File: config.mk
export PLATFORM = sky130hd
export DESIGN_NAME = fir_mac_serial
export DESIGN_NICKNAME = d
export VERILOG_FILES = /design/src/rtl/fir_pkg.sv /design/src/rtl/coef_regfile.sv /design/src/rtl/load_sync.sv /design/src/rtl/fir_mac_serial.sv
export SDC_FILE = /design/constraint.sdc
export NUM_CORES = 1
export LEC_CHECK = 0
export CELL_PAD_IN_SITES_DETAIL_PLACEMENT = 0
export CELL_PAD_IN_SITES_GLOBAL_PLACEMENT = 1
export CORE_MARGIN = 2
export CORE_UTILIZATION = 45
export CTS_CLUSTER_DIAMETER = 60
export DETAILED_ROUTE_END_ITERATION = 7
export PLACE_DENSITY_LB_ADDON = 0.1
export SKIP_LAST_GASP = 1
export SYNTH_ARGS = -nofsm -noshare
export SYNTH_HDL_FRONTEND = slang
export SYNTH_SLANG_ARGS = --single-unit
File: constraint.sdc
create_clock -name clk -period 12.1 [get_ports clk]
set_input_delay 1.815 -clock clk [delete_from_list [all_inputs] [get_ports clk]]
set_output_delay 1.815 -clock clk [all_outputs]
set_load 0.02 [all_outputs]
File: src/rtl/fir_pkg.sv
// Shared state encoding and width helpers for the serial FIR MAC datapath.
package fir_pkg;

    typedef enum logic [1:0] {IDLE, MAC, DONE} state_e;

    function automatic int unsigned fir_prod_width(int unsigned dw, int unsigned cw);
        return dw + cw;
    endfunction

    function automatic int unsigned fir_acc_width(int unsigned dw, int unsigned cw,
                                                  int unsigned taps);
        return dw + cw + $clog2(taps);
    endfunction

    // Default configuration and the widths/constants derived from it.
    localparam int unsigned DATA_WIDTH_DEF = 12;
    localparam int unsigned COEF_WIDTH_DEF = 12;
    localparam int unsigned FRAC_BITS_DEF  = 11;
    localparam int unsigned NUM_TAPS_DEF   = 8;
    localparam int unsigned NUM_STAGES_DEF = 2;

    localparam int unsigned PROD_WIDTH  = fir_prod_width(DATA_WIDTH_DEF, COEF_WIDTH_DEF);
    localparam int unsigned ACC_WIDTH   = fir_acc_width(DATA_WIDTH_DEF, COEF_WIDTH_DEF,
                                                        NUM_TAPS_DEF);
    localparam int unsigned ADDR_WIDTH  = $clog2(NUM_TAPS_DEF);
    localparam int unsigned ROUND_CONST = 1 << (FRAC_BITS_DEF - 1);
    localparam int          SAT_MAX     = (1 << (DATA_WIDTH_DEF - 1)) - 1;
    localparam int          SAT_MIN     = -(1 << (DATA_WIDTH_DEF - 1));

endpackage

File: src/rtl/coef_regfile.sv
// Run-time writable coefficient store; writes are locked out while a result is in flight.
module coef_regfile #(
    parameter int unsigned NUM_TAPS   = 8,
    parameter int unsigned COEF_WIDTH = 12,
    parameter int unsigned ADDR_WIDTH = 3
) (
    input  logic                  clk,
    input  logic                  rst_n,
    input  logic                  busy,
    input  logic                  we,
    input  logic [ADDR_WIDTH-1:0] waddr,
    input  logic [COEF_WIDTH-1:0] wdata,
    input  logic [ADDR_WIDTH-1:0] raddr,
    output logic [COEF_WIDTH-1:0] rdata
);

    logic [COEF_WIDTH-1:0] regs [NUM_TAPS];

    always_ff @(posedge clk) begin
        if (!rst_n) begin
            for (int i = 0; i < NUM_TAPS; i++) begin
                regs[i] <= '0;
            end
        end else if (we && !busy && (32'(waddr) < NUM_TAPS)) begin
            regs[waddr] <= wdata;
        end
    end

    assign rdata = regs[raddr];

endmodule

File: src/rtl/load_sync.sv
// Multi-flop synchroniser for the asynchronous sample strobe.
module load_sync #(
    parameter int unsigned NUM_STAGES = 2
) (
    input  logic clk,
    input  logic rst_n,
    input  logic d,
    output logic q
);

    logic [NUM_STAGES-1:0] sync_q;

    always_ff @(posedge clk) begin
        if (!rst_n) begin
            sync_q <= '0;
        end else begin
            sync_q[0] <= d;
            for (int i = 1; i < NUM_STAGES; i++) begin
                sync_q[i] <= sync_q[i-1];
            end
        end
    end

    assign q = sync_q[NUM_STAGES-1];

endmodule

File: src/rtl/fir_mac_serial.sv
// Time-multiplexed FIR: one multiplier and one accumulator, one tap per clock,
// per-tap round-half-up and a saturated output register.
module fir_mac_serial
    import fir_pkg::*;
#(
    parameter int unsigned DATA_WIDTH = DATA_WIDTH_DEF,
    parameter int unsigned COEF_WIDTH = COEF_WIDTH_DEF,
    parameter int unsigned FRAC_BITS  = FRAC_BITS_DEF,
    parameter int unsigned NUM_TAPS   = NUM_TAPS_DEF,
    parameter int unsigned NUM_STAGES = NUM_STAGES_DEF
) (
    input  logic                        clk,
    input  logic                        rst_n,
    input  logic                        load_in,
    input  logic [DATA_WIDTH-1:0]       data_in,
    input  logic                        coef_we,
    input  logic [$clog2(NUM_TAPS)-1:0] coef_addr,
    input  logic [COEF_WIDTH-1:0]       coef_wdata,
    output logic [DATA_WIDTH-1:0]       data_out,
    output logic                        out_valid,
    output logic                        busy,
    output logic                        overrun
);

    localparam int unsigned PW = fir_prod_width(DATA_WIDTH, COEF_WIDTH);
    localparam int unsigned AW = fir_acc_width(DATA_WIDTH, COEF_WIDTH, NUM_TAPS);
    localparam int unsigned KW = $clog2(NUM_TAPS);

    localparam logic signed [PW:0]   RND    = (PW + 1)'(1) << (FRAC_BITS - 1);
    localparam logic signed [AW-1:0] SAT_HI = {{(AW - DATA_WIDTH + 1){1'b0}},
                                               {(DATA_WIDTH - 1){1'b1}}};
    localparam logic signed [AW-1:0] SAT_LO = ~SAT_HI;

    state_e                       state_q;
    logic signed [DATA_WIDTH-1:0] x_q [NUM_TAPS];
    logic signed [AW-1:0]         acc_q;
    logic [KW-1:0]                k_q;
    logic                         sync, sync_d, load_rise;

    logic signed [COEF_WIDTH-1:0] coef_k;
    logic signed [PW-1:0]         prod;
    logic signed [PW:0]           prod_rnd, prod_shr;
    logic signed [AW-1:0]         term;
    logic signed [DATA_WIDTH-1:0] y_sat;

    load_sync #(
        .NUM_STAGES (NUM_STAGES)
    ) u_sync (
        .clk   (clk),
        .rst_n (rst_n),
        .d     (load_in),
        .q     (sync)
    );

    coef_regfile #(
        .NUM_TAPS   (NUM_TAPS),
        .COEF_WIDTH (COEF_WIDTH),
        .ADDR_WIDTH (KW)
    ) u_coef (
        .clk   (clk),
        .rst_n (rst_n),
        .busy  (busy),
        .we    (coef_we),
        .waddr (coef_addr),
        .wdata (coef_wdata),
        .raddr (k_q),
        .rdata (coef_k)
    );

    assign load_rise = sync & ~sync_d;
    assign busy      = (state_q != IDLE);

    // Rounding is applied to every tap product before it is scaled back down.
    assign prod     = PW'(coef_k) * PW'(x_q[k_q]);
    assign prod_rnd = (PW + 1)'(prod) + RND;
    assign prod_shr = prod_rnd >>> FRAC_BITS;
    assign term     = AW'(prod_shr);

    always_comb begin
        y_sat = acc_q[DATA_WIDTH-1:0];
        if (acc_q > SAT_HI) begin
            y_sat = SAT_HI[DATA_WIDTH-1:0];
        end else if (acc_q < SAT_LO) begin
            y_sat = SAT_LO[DATA_WIDTH-1:0];
        end
    end

    always_ff @(posedge clk) begin
        if (!rst_n) begin
            state_q   <= IDLE;
            acc_q     <= '0;
            k_q       <= '0;
            sync_d    <= 1'b0;
            data_out  <= '0;
            out_valid <= 1'b0;
            overrun   <= 1'b0;
            for (int i = 0; i < NUM_TAPS; i++) begin
                x_q[i] <= '0;
            end
        end else begin
            sync_d    <= sync;
            out_valid <= 1'b0;
            if (load_rise && busy) begin
                overrun <= 1'b1;
            end
            unique case (state_q)
                IDLE: begin
                    if (load_rise) begin
                        x_q[0] <= data_in;
                        for (int i = 1; i < NUM_TAPS; i++) begin
                            x_q[i] <= x_q[i-1];
                        end
                        acc_q   <= '0;
                        k_q     <= '0;
                        state_q <= MAC;
                    end
                end
                MAC: begin
                    acc_q <= acc_q + term;
                    if (k_q == KW'(NUM_TAPS - 1)) begin
                        state_q <= DONE;
                    end else begin
                        k_q <= k_q + KW'(1);
                    end
                end
                DONE: begin
                    data_out  <= y_sat;
                    out_valid <= 1'b1;
                    state_q   <= IDLE;
                end
                default: state_q <= IDLE;
            endcase
        end
    end

endmodule

==> reports/summary.txt, run 1 <==
Status -> complete, no violations
WP data required -> 12550 ps
Crit path kind -> reg -> reg
Cell Pwr Density -> 247 nW/µm²
Root buffer cell -> clkbuf_16
Synth Instances -> 1464
Fmax -> 103 MHz
Routed len/inst -> 18.5 µm
Largest net degree at the start of global routing -> 73
Highest-delay cell along the critical path -> dfxtp_4
Fin crit share -> 80.4%
Num ports -> 46
Syn Area/Cell -> 11.5 µm²
Yosys synthesis warning count -> 0
Post-route design area -> 18800 µm²
Yosys reg bits -> 244
DP Area -> 17900 µm²
Worst-Margin Slew -> 1070 ps
Pre-antenna DRT Iters -> 5
Hold crit path type -> reg -> reg
CTS tree -> built
Post-CTS Hold Buffers -> 0
Fraction of layout cells with a size suffix above 1 -> 9.89%
Clk buf depth -> 3
Worst-path clk slew -> 60 ps
Worst rel slew slack -> 28.7%
Initial antenna violation count -> 0
Fin. Hold Viols -> 0
Number of synthesized flops with an enable pin -> 192
Initial Util -> 46.0%
Synth-to-Final Area Change -> 11.0%
CP startpoint kind -> flip-flop
Syn nets -> 1716
CP arrival -> 10170 ps
Commonest non-fill, non-tap cells in the layout -> 206 x and2_1, 192 x edfxtp_1, 183 x inv_1, 142 x fa_1, 98 x nor2_1
# DRC -> 0
Congestion Overflow GR -> 0
Fin Clk Skew -> 19.3 ps
Critical Path Fanout Max -> 39
LEAKAGE -> 7.86 nW
Leading cell type in the layout, fill and taps excluded -> and2_1
Worst path max stage delay -> 890 ps
Count of final setup violators -> 0
Top_reg_cell synth -> edfxtp_1
Detailed placer's ending HPWL -> 25800 µm
TritonCTS Buffers -> 28
Clock Sinks -> 244
Final worst slack -> 2380 ps
DRT iter0 DRCs -> 542
RSZ-0062 raised after global routing -> no
PortBufs -> 45
Vias -> 10600
First-pass GRT wire length -> 61000 µm
FFs w/ async S/R, synth -> 0%
Dpl ws -> 2260 ps
Synthesized cell area -> 16900 µm²
Post-route setup TNS -> 0 ps
Global-route usage over all layers -> 20.0%
Die height -> 198 µm
Worst-Skew Late Latency -> 570 ps
Setup bufs post-CTS -> 0
Number of nets in the layout -> 1749
N_diodes -> 0
Max Cap Violations -> 0
Unique masters post-synth -> 59
Via density -> 5.34
Maximum VDD drop -> 0.000195 V
Total Wirelength -> 36700 µm
Die Width -> 198 µm
Crit end category -> flip-flop
Max Transition Viols Final -> 0
CTS resizes -> 0
Remaining antenna violation count -> 0
Min cycle time layout -> 9720 ps
Number of global-route vias before repair -> 11300
Sequential fraction of the synthesis area -> 40.3%
Most used cell, CP -> inv_1
Core ar. -> 36800 µm²
Routability-driven placement congestion ratio -> 0.804
FP Rows -> 70
Die ar. -> 39100 µm²
H-tree level count -> 1
==> state kept, by name (all words and copies together), names as in the netlist, named ones only <==
name / count
u_coef.regs: 96
x_q: 96
acc_q: 27
data_out: 12
k_q: 3
state_q: 2
u_sync.sync_q: 2
out_valid: 1
overrun: 1
sync_d: 1
==> per-stage QoR <==
stage	instances	power [mW]	utilization (%)	hold slack [ps]
2_1_floorplan	1464	3.32	-	412
3_3_place_gp	1935	3.83	48.6	417
3_5_place_dp	1935	3.83	48.6	422
4_1_cts	1984	4.69	51.0	436
5_1_grt	1984	5.14	51.0	451
6_report	1984	4.64	51.0	431
==> cell usage after synthesis (4+ instances only) <==
cell	count	area [µm²]
edfxtp_1	192	5770
or2_2	6	37.5
xnor2_1	28	245
nand2b_1	20	125
inv_1	183	687
a31oi_1	4	25.0
nand2_1	90	338
nor3_1	13	65.1
nor2b_1	12	75.1
o21a_1	4	30.0
o21ai_0	32	160
a21oi_1	43	215
mux2i_1	13	130
o21bai_1	5	37.5
ha_1	79	988
fa_1	142	2840
mux2_2	17	191
a21o_1	17	128
buf_2	7	35.0
nand4_1	6	37.5
a211oi_1	6	45.0
clkbuf_1	48	180
buf_1	5	18.8
and3_1	6	37.5
and2_1	206	1290
mux4_2	48	1080
nor2_1	99	372
a22oi_1	22	165
nand3_1	10	50.1
xor2_1	11	96.3
dfxtp_1	52	1040
==> worst max-delay path, delay by kind of cell (launching register included) <==
family                   cells  cell delay, ps
AO/OA/AOI/OAI               10            1950
XOR/XNOR                     1             180
adder cells (fa/ha/maj)      7            3340
buffers and inverters        6             570
flip-flops                   1             890
multiplexers                 2            1200
AND/OR/NAND/NOR              7            1450
==> cells by family (layout without fill, tap and decap cells) <==
| kind of cell | Yosys count | in the layout | share of synthesized area (%) |
|---|---|---|---|
| buf+inv | 244 | 296 | 5.47 |
| compound gates | 155 | 155 | 6.09 |
| simple gates | 483 | 483 | 15.2 |
| mux | 78 | 78 | 8.30 |
| flops | 244 | 244 | 40.3 |
| fa+ha+maj | 221 | 221 | 22.7 |
| xor+xnor | 39 | 39 | 2.02 |
==> final timing paths <==
kind | to | start | depth (start not counted) | slack (ps)
worst min-delay path | u_sync.sync_q[1]$_SDFF_PN0_ | u_sync.sync_q[0]$_SDFF_PN0_ | 1 | 430
worst max-delay path | acc_q[26]$_SDFFE_PN0P_ | flip-flop | 33 | 2380
worst max register to register | acc_q[26]$_SDFFE_PN0P_ | flip-flop | 33 | 2380
worst min register to register | u_sync.sync_q[1]$_SDFF_PN0_ | u_sync.sync_q[0]$_SDFF_PN0_ | 1 | 430
==> routing by layer <==
| layer | share of wire, % | routed length, µm | GRT usage, % | vias to the layer above |
|---|---|---|---|---|
| met3 | 4.4 | 1600 | 2.95 | 50 |
| met4 | 2.0 | 744 | 4.79 | 0 |
| met5 | 0 | 0 | 0 | - |
| met2 | 48 | 17600 | 33.6 | 176 |
| li1 | - | - | - | 4996 |
| met1 | 46 | 16700 | 27.5 | 5373 |
==> report_power, final <==
group | internal [mW] | total (mW) | switching, mW | leakage, nW
clock | 0.476 | 0.824 | 0.348 | 0.439
sequential | 0.980 | 1.04 | 0.0612 | 2.41
combinational | 1.19 | 2.78 | 1.59 | 5.00
==> cell type report <==
type,count,area (µm²)
Tap cell,468,586
Clock buffer,33,729
Inverter,184,691
Fill cell,3328,18000
Sequential cell,244,6810
Multi-Input combinational cell,976,9210
Timing Repair Buffer,63,581
Clock inverter,16,165
Power figures use the tool's default switching activity.
==> inputs of run 2 (changes only) <==
clock period = 9.31 ns   (was 12.1 ns; I/O delays follow)
==> run 2 against run 1 <==
Against the previous run:
- hold slack improved by 2.6 ps
- sequential power rose by 30%
- utilization grew 0.89 points
- largest power group unchanged
- highest routed layer unchanged
- combinational power up 31%
- flip-flop and latch count did not move
- clock-buffer cell count fell by 1
- via count is 0.48% higher
- first-iteration DRC count up 9.2%
- register-to-register slack worse by 1800 ps
==> reports/summary.txt, run 2 (synthesis results as in run 1) <==
Status -> complete, no violations
LEAKAGE -> 7.99 nW (+1.7%)
Total design power -> 6.24 mW (+34%)
Worst Path Buf+Inv -> 3 (-3)
M1 GR Usage -> 27.2% (-0.29 points)
Routed len/inst -> 18.3 µm (-1.1%)
Count of final setup violators -> 0 (unchanged)
Post-route setup TNS -> 0 ps (unchanged)
Core ar. -> 36800 µm² (unchanged)
Worst path max stage delay -> 570 ps (-320 ps)
Largest net degree at the start of global routing -> 94 (+29%)
Grt peak-use layer -> met2
Setup bufs post-CTS -> 0 (unchanged)
Fin. Hold Viols -> 0 (unchanged)
Fin crit share -> 93.8% (+13 points)
Crit path max-delay family -> adder cells
Crit path kind -> reg -> reg
Worst-Skew Late Latency -> 590 ps (+20 ps)
# DRC -> 0 (unchanged)
Worst-Margin Slew -> 1220 ps (+149 ps)
Num ports -> 46 (unchanged)
Pre-antenna DRT Iters -> 4 (-1)
Hold crit path type -> reg -> reg
CP arrival -> 9180 ps (-990 ps)
Cell Pwr Density -> 327 nW/µm² (+32%)
Max Transition Viols Final -> 0 (unchanged)
Global-route usage over all layers -> 20.0% (-0.051 points)
Clk buf depth -> 3 (unchanged)
Die ar. -> 39100 µm² (unchanged)
Final worst slack -> 578 ps (-1800 ps)
PortBufs -> 45 (unchanged)
TritonCTS Buffers -> 30 (+7.1%)
Min cycle time layout -> 8730 ps (-992 ps)
Fraction of layout cells with a size suffix above 1 -> 11.0% (+1.1 points)
Initial Util -> 46.0% (unchanged)
FP Rows -> 70 (unchanged)
Worst rel slew slack -> 19.0% (-9.7 points)
CP startpoint kind -> flip-flop
RSZ-0062 raised after global routing -> yes
Via density -> 5.32 (-0.37%)
N_diodes -> 0 (unchanged)
WP data required -> 9760 ps (-2790 ps)
Congestion Overflow GR -> 0 (unchanged)
Initial antenna violation count -> 0 (unchanged)
Highest-delay cell along the critical path -> fa_1
Remaining antenna violation count -> 0 (unchanged)
Vias -> 10600 (+0.48%)
Leading cell type in the layout, fill and taps excluded -> and2_1
Clock Sinks -> 244 (unchanged)
Detailed placer's ending HPWL -> 25600 µm (-0.86%)
Maximum VDD drop -> 0.000296 V (+52%)
Die Width -> 198 µm (unchanged)
Worst-path clk slew -> 60 ps (about the same)
Placed insts -> 1945 (+0.52%)
H-tree level count -> 1 (unchanged)
Routability-driven placement congestion ratio -> 0.830 (+3.2%)
Crit end category -> flip-flop
Met3 Use GR -> 2.44% (-0.51 points)
First-pass GRT wire length -> 60900 µm (-0.18%)
Final Hold Slack -> 433 ps (+2.57 ps)
Post-CTS Hold Buffers -> 0 (unchanged)
DRT iter0 DRCs -> 592 (+9.2%)
Critical Path Fanout Max -> 23 (-41%)
Number of nets in the layout -> 1761 (+0.69%)
Cell Count, Final, Fillers Out -> 2001 (+0.86%)
Number of global-route vias before repair -> 11400 (+0.15%)
Fillers -> 3325 (-0.090%)
Most used cell, CP -> fa_1
Fmax -> 115 MHz (+11%)
Total Wirelength -> 36600 µm (-0.23%)
Synth-to-Final Area Change -> 13.0%
Max Cap Violations -> 0 (unchanged)
Met2 Usage GRT -> 34.0% (+0.42 points)
Commonest non-fill, non-tap cells in the layout -> 206 x and2_1, 192 x edfxtp_1, 183 x inv_1, 142 x fa_1, 98 x nor2_1
CTS tree -> built
Dpl ws -> 551 ps (-1700 ps)
Die height -> 198 µm (unchanged)
Root buffer cell -> clkbuf_16
Biggest regs -> u_coef.regs (96), x_q (96), acc_q (27)
Fin Clk Skew -> 34.8 ps (+15.6 ps)
-- run 2: changes by cell type in the layout (fill, tap and decap cells not counted), moves of 3 or more --
cell,before,now
buf_4,18,24
buf_12,0,4
bufinv_16,2,6
clkinv_2,6,2
clkinv_1,4,7
-- run 2: final timing paths --
kind	startpoint	to	slack [ps]	cells after the start
max	flip-flop	acc_q[25]$_SDFFE_PN0P_	580	32
min	u_sync.sync_q[0]$_SDFF_PN0_	u_sync.sync_q[1]$_SDFF_PN0_	430	1
max reg2reg	flip-flop	acc_q[25]$_SDFFE_PN0P_	580	32
min reg2reg	u_sync.sync_q[0]$_SDFF_PN0_	u_sync.sync_q[1]$_SDFF_PN0_	430	1
-- run 2: metrics by stage --
stage / utilization, % / area, µm²
2_1_floorplan: - / 16900
3_3_place_gp: 48.9 / 18000
3_5_place_dp: 48.9 / 18000
4_1_cts: 51.9 / 19100
5_1_grt: 51.9 / 19100
6_report: 51.9 / 19100
-- run 2: final cells by class --
class,count,area (µm²),area share (%)
clock buffer,32,758,3.97
clock inverter,24,330,1.73
inverter,184,691,3.62
multi-input combinational,976,9220,48.3
sequential,244,6810,35.7
tap,468,586,3.07
timing repair buffer,73,706,3.69
-- run 2: metal layers --
layer | up-vias | wire length, µm | part of all wire (%)
met4 | 0 | 905 | 2.5
li1 | 5021 | - | -
met2 | 163 | 17800 | 49
met5 | - | 0 | 0
met1 | 5408 | 16600 | 45
met3 | 54 | 1280 | 3.5
-- run 2: repair_timing --
action | 4_1_cts | 5_1_grt
setup endpoints to repair | 0 | 2
gates resized for setup | 0 | 3
endpoints found under the hold margin | 0 | 0
-- run 2: power breakdown --
group	leakage, nW	internal (mW)	switching, mW
logic	5.06	1.57	2.06
registers	2.41	1.27	0.0766
clock network	0.519	0.766	0.492
==> patch (settings of run 2) <==
Change the package constant `NUM_TAPS_DEF` from 8 to 16.
--- a/src/rtl/fir_pkg.sv
+++ b/src/rtl/fir_pkg.sv
@@ -17,5 +17,5 @@
     localparam int unsigned COEF_WIDTH_DEF = 12;
     localparam int unsigned FRAC_BITS_DEF  = 11;
-    localparam int unsigned NUM_TAPS_DEF   = 8;
+    localparam int unsigned NUM_TAPS_DEF   = 16;
     localparam int unsigned NUM_STAGES_DEF = 2;
 
Interface: changed (resized coef_addr); port bits go from 46 to 47. No check against the original RTL was run, so the function may have changed too.
==> patch against run 2 <==
Sequential power is 75% higher. Non-clock buffer count is 10 higher. Utilization is 1.4 points lower. Clock skew is 41 ps higher. Routed wire length is 59% higher. Total power is 22% higher. Sequential cell count is 195 higher. Via count is 41% higher. Largest power group unchanged. Setup slack better by 1.4 ps. Area after synthesis is 53% higher. Die area is 52% higher. Final area is 50% higher. Fmax hardly changed.
==> patch: results (changes against run 2) <==
internal reg-to-reg setup slack: 580 ps (about the same)
Seq/Total Area, Yosys: 48.9% (+8.7 points)
status: finished, final reports clean
vias per std cell: 5.31 (-0.12%)
all-layer global routing usage: 20.0% (+0.060 points)
non-filler cells, final: 2,817 (+41%)
layout cell share with drive strength beyond 1: 12.2% (+1.3 points)
Synth Instances: 2,005 (+37%)
clk_skew: 76.0 ps (+41.1 ps)
biggest regs: u_coef.regs: 192 flops, x_q: 192 flops, acc_q: 28 flops
WHS: 431 ps (-1.94 ps)
initial antenna violation count: 2 (+2)
routed wire length: 58,100 um (+59%)
Reg2Reg Depth: 30 (-6.3%)
IO buf count: 46 (+2.2%)
DRT iter0 DRCs: 1,059 (+79%)
htree depth: 2 (+1)
CP Data Arrival Time: 9270 ps (+90 ps)
CP Max Fanout: 35 (+52%)
placed wire-length estimate: 38,700 um (+51%)
multiplexer share of the synthesized area: 10.5% (+2.2 points)
Sw Ratio: 37.3% (-4.9 points)
post-synthesis cell type count: 64 (+8.5%)
post-synthesis compound-gate area fraction: 4.07% (-2.0 points)
Area after DPL: 0.0270 mm^2 (+50%)
post-synthesis adder-cell area fraction: 14.7% (-8.0 points)
XOR/XNOR share of the synthesized area: 1.29% (-0.73 points)
first-pass GRT wire length: 91,500 um (+50%)
most frequent cells after synthesis: and2_1, edfxtp_1, inv_1
Post-Syn Nets: 2,255 (+31%)
CTS Buf Count: 50 (+67%)
Logic pwr share: 43.7% (-15 points)
top cells by area, synth: edfxtp_1, fa_1, mux4_2, and2_1, dfxtp_1
patch: kinds of logic after synthesis:
kind of cell,count (synthesis)
AOI/OAI and AO/OA,169
xor gates and xnor gates,38
adders and majority gates,218
buffers and inverters,294
DFF,439
muxes,125
and+or+nand+nor,722
patch: cell type report:
class	count	area (um^2)	share of cell area [%]
Tap cell	756	946	3.31
Inverter	174	653	2.28
Clock inverter	31	297	1.04
Timing Repair Buffer	83	833	2.91
Multi-Input combinational cell	1272	11900	41.7
Clock buffer	62	1310	4.57
Sequential cell	439	12600	44.2
patch: worst max-delay path by stage:
stage / end / slack (ps)
floorplan: acc_q[26] / 740
global placement: acc_q[27] / 590
detailed placement: acc_q[27] / 460
CTS: acc_q[27] / 450
global route: acc_q[27] / 40
finish: acc_q[27] / 580
patch: routing by layer:
layer	vias to the layer above	track usage [%]	share of wire, %
li1	6951	-	-
met1	7616	28.5	46
met2	315	32.4	47
met3	85	3.06	4.5
met4	2	5.06	2.1
met5	-	0	0.022
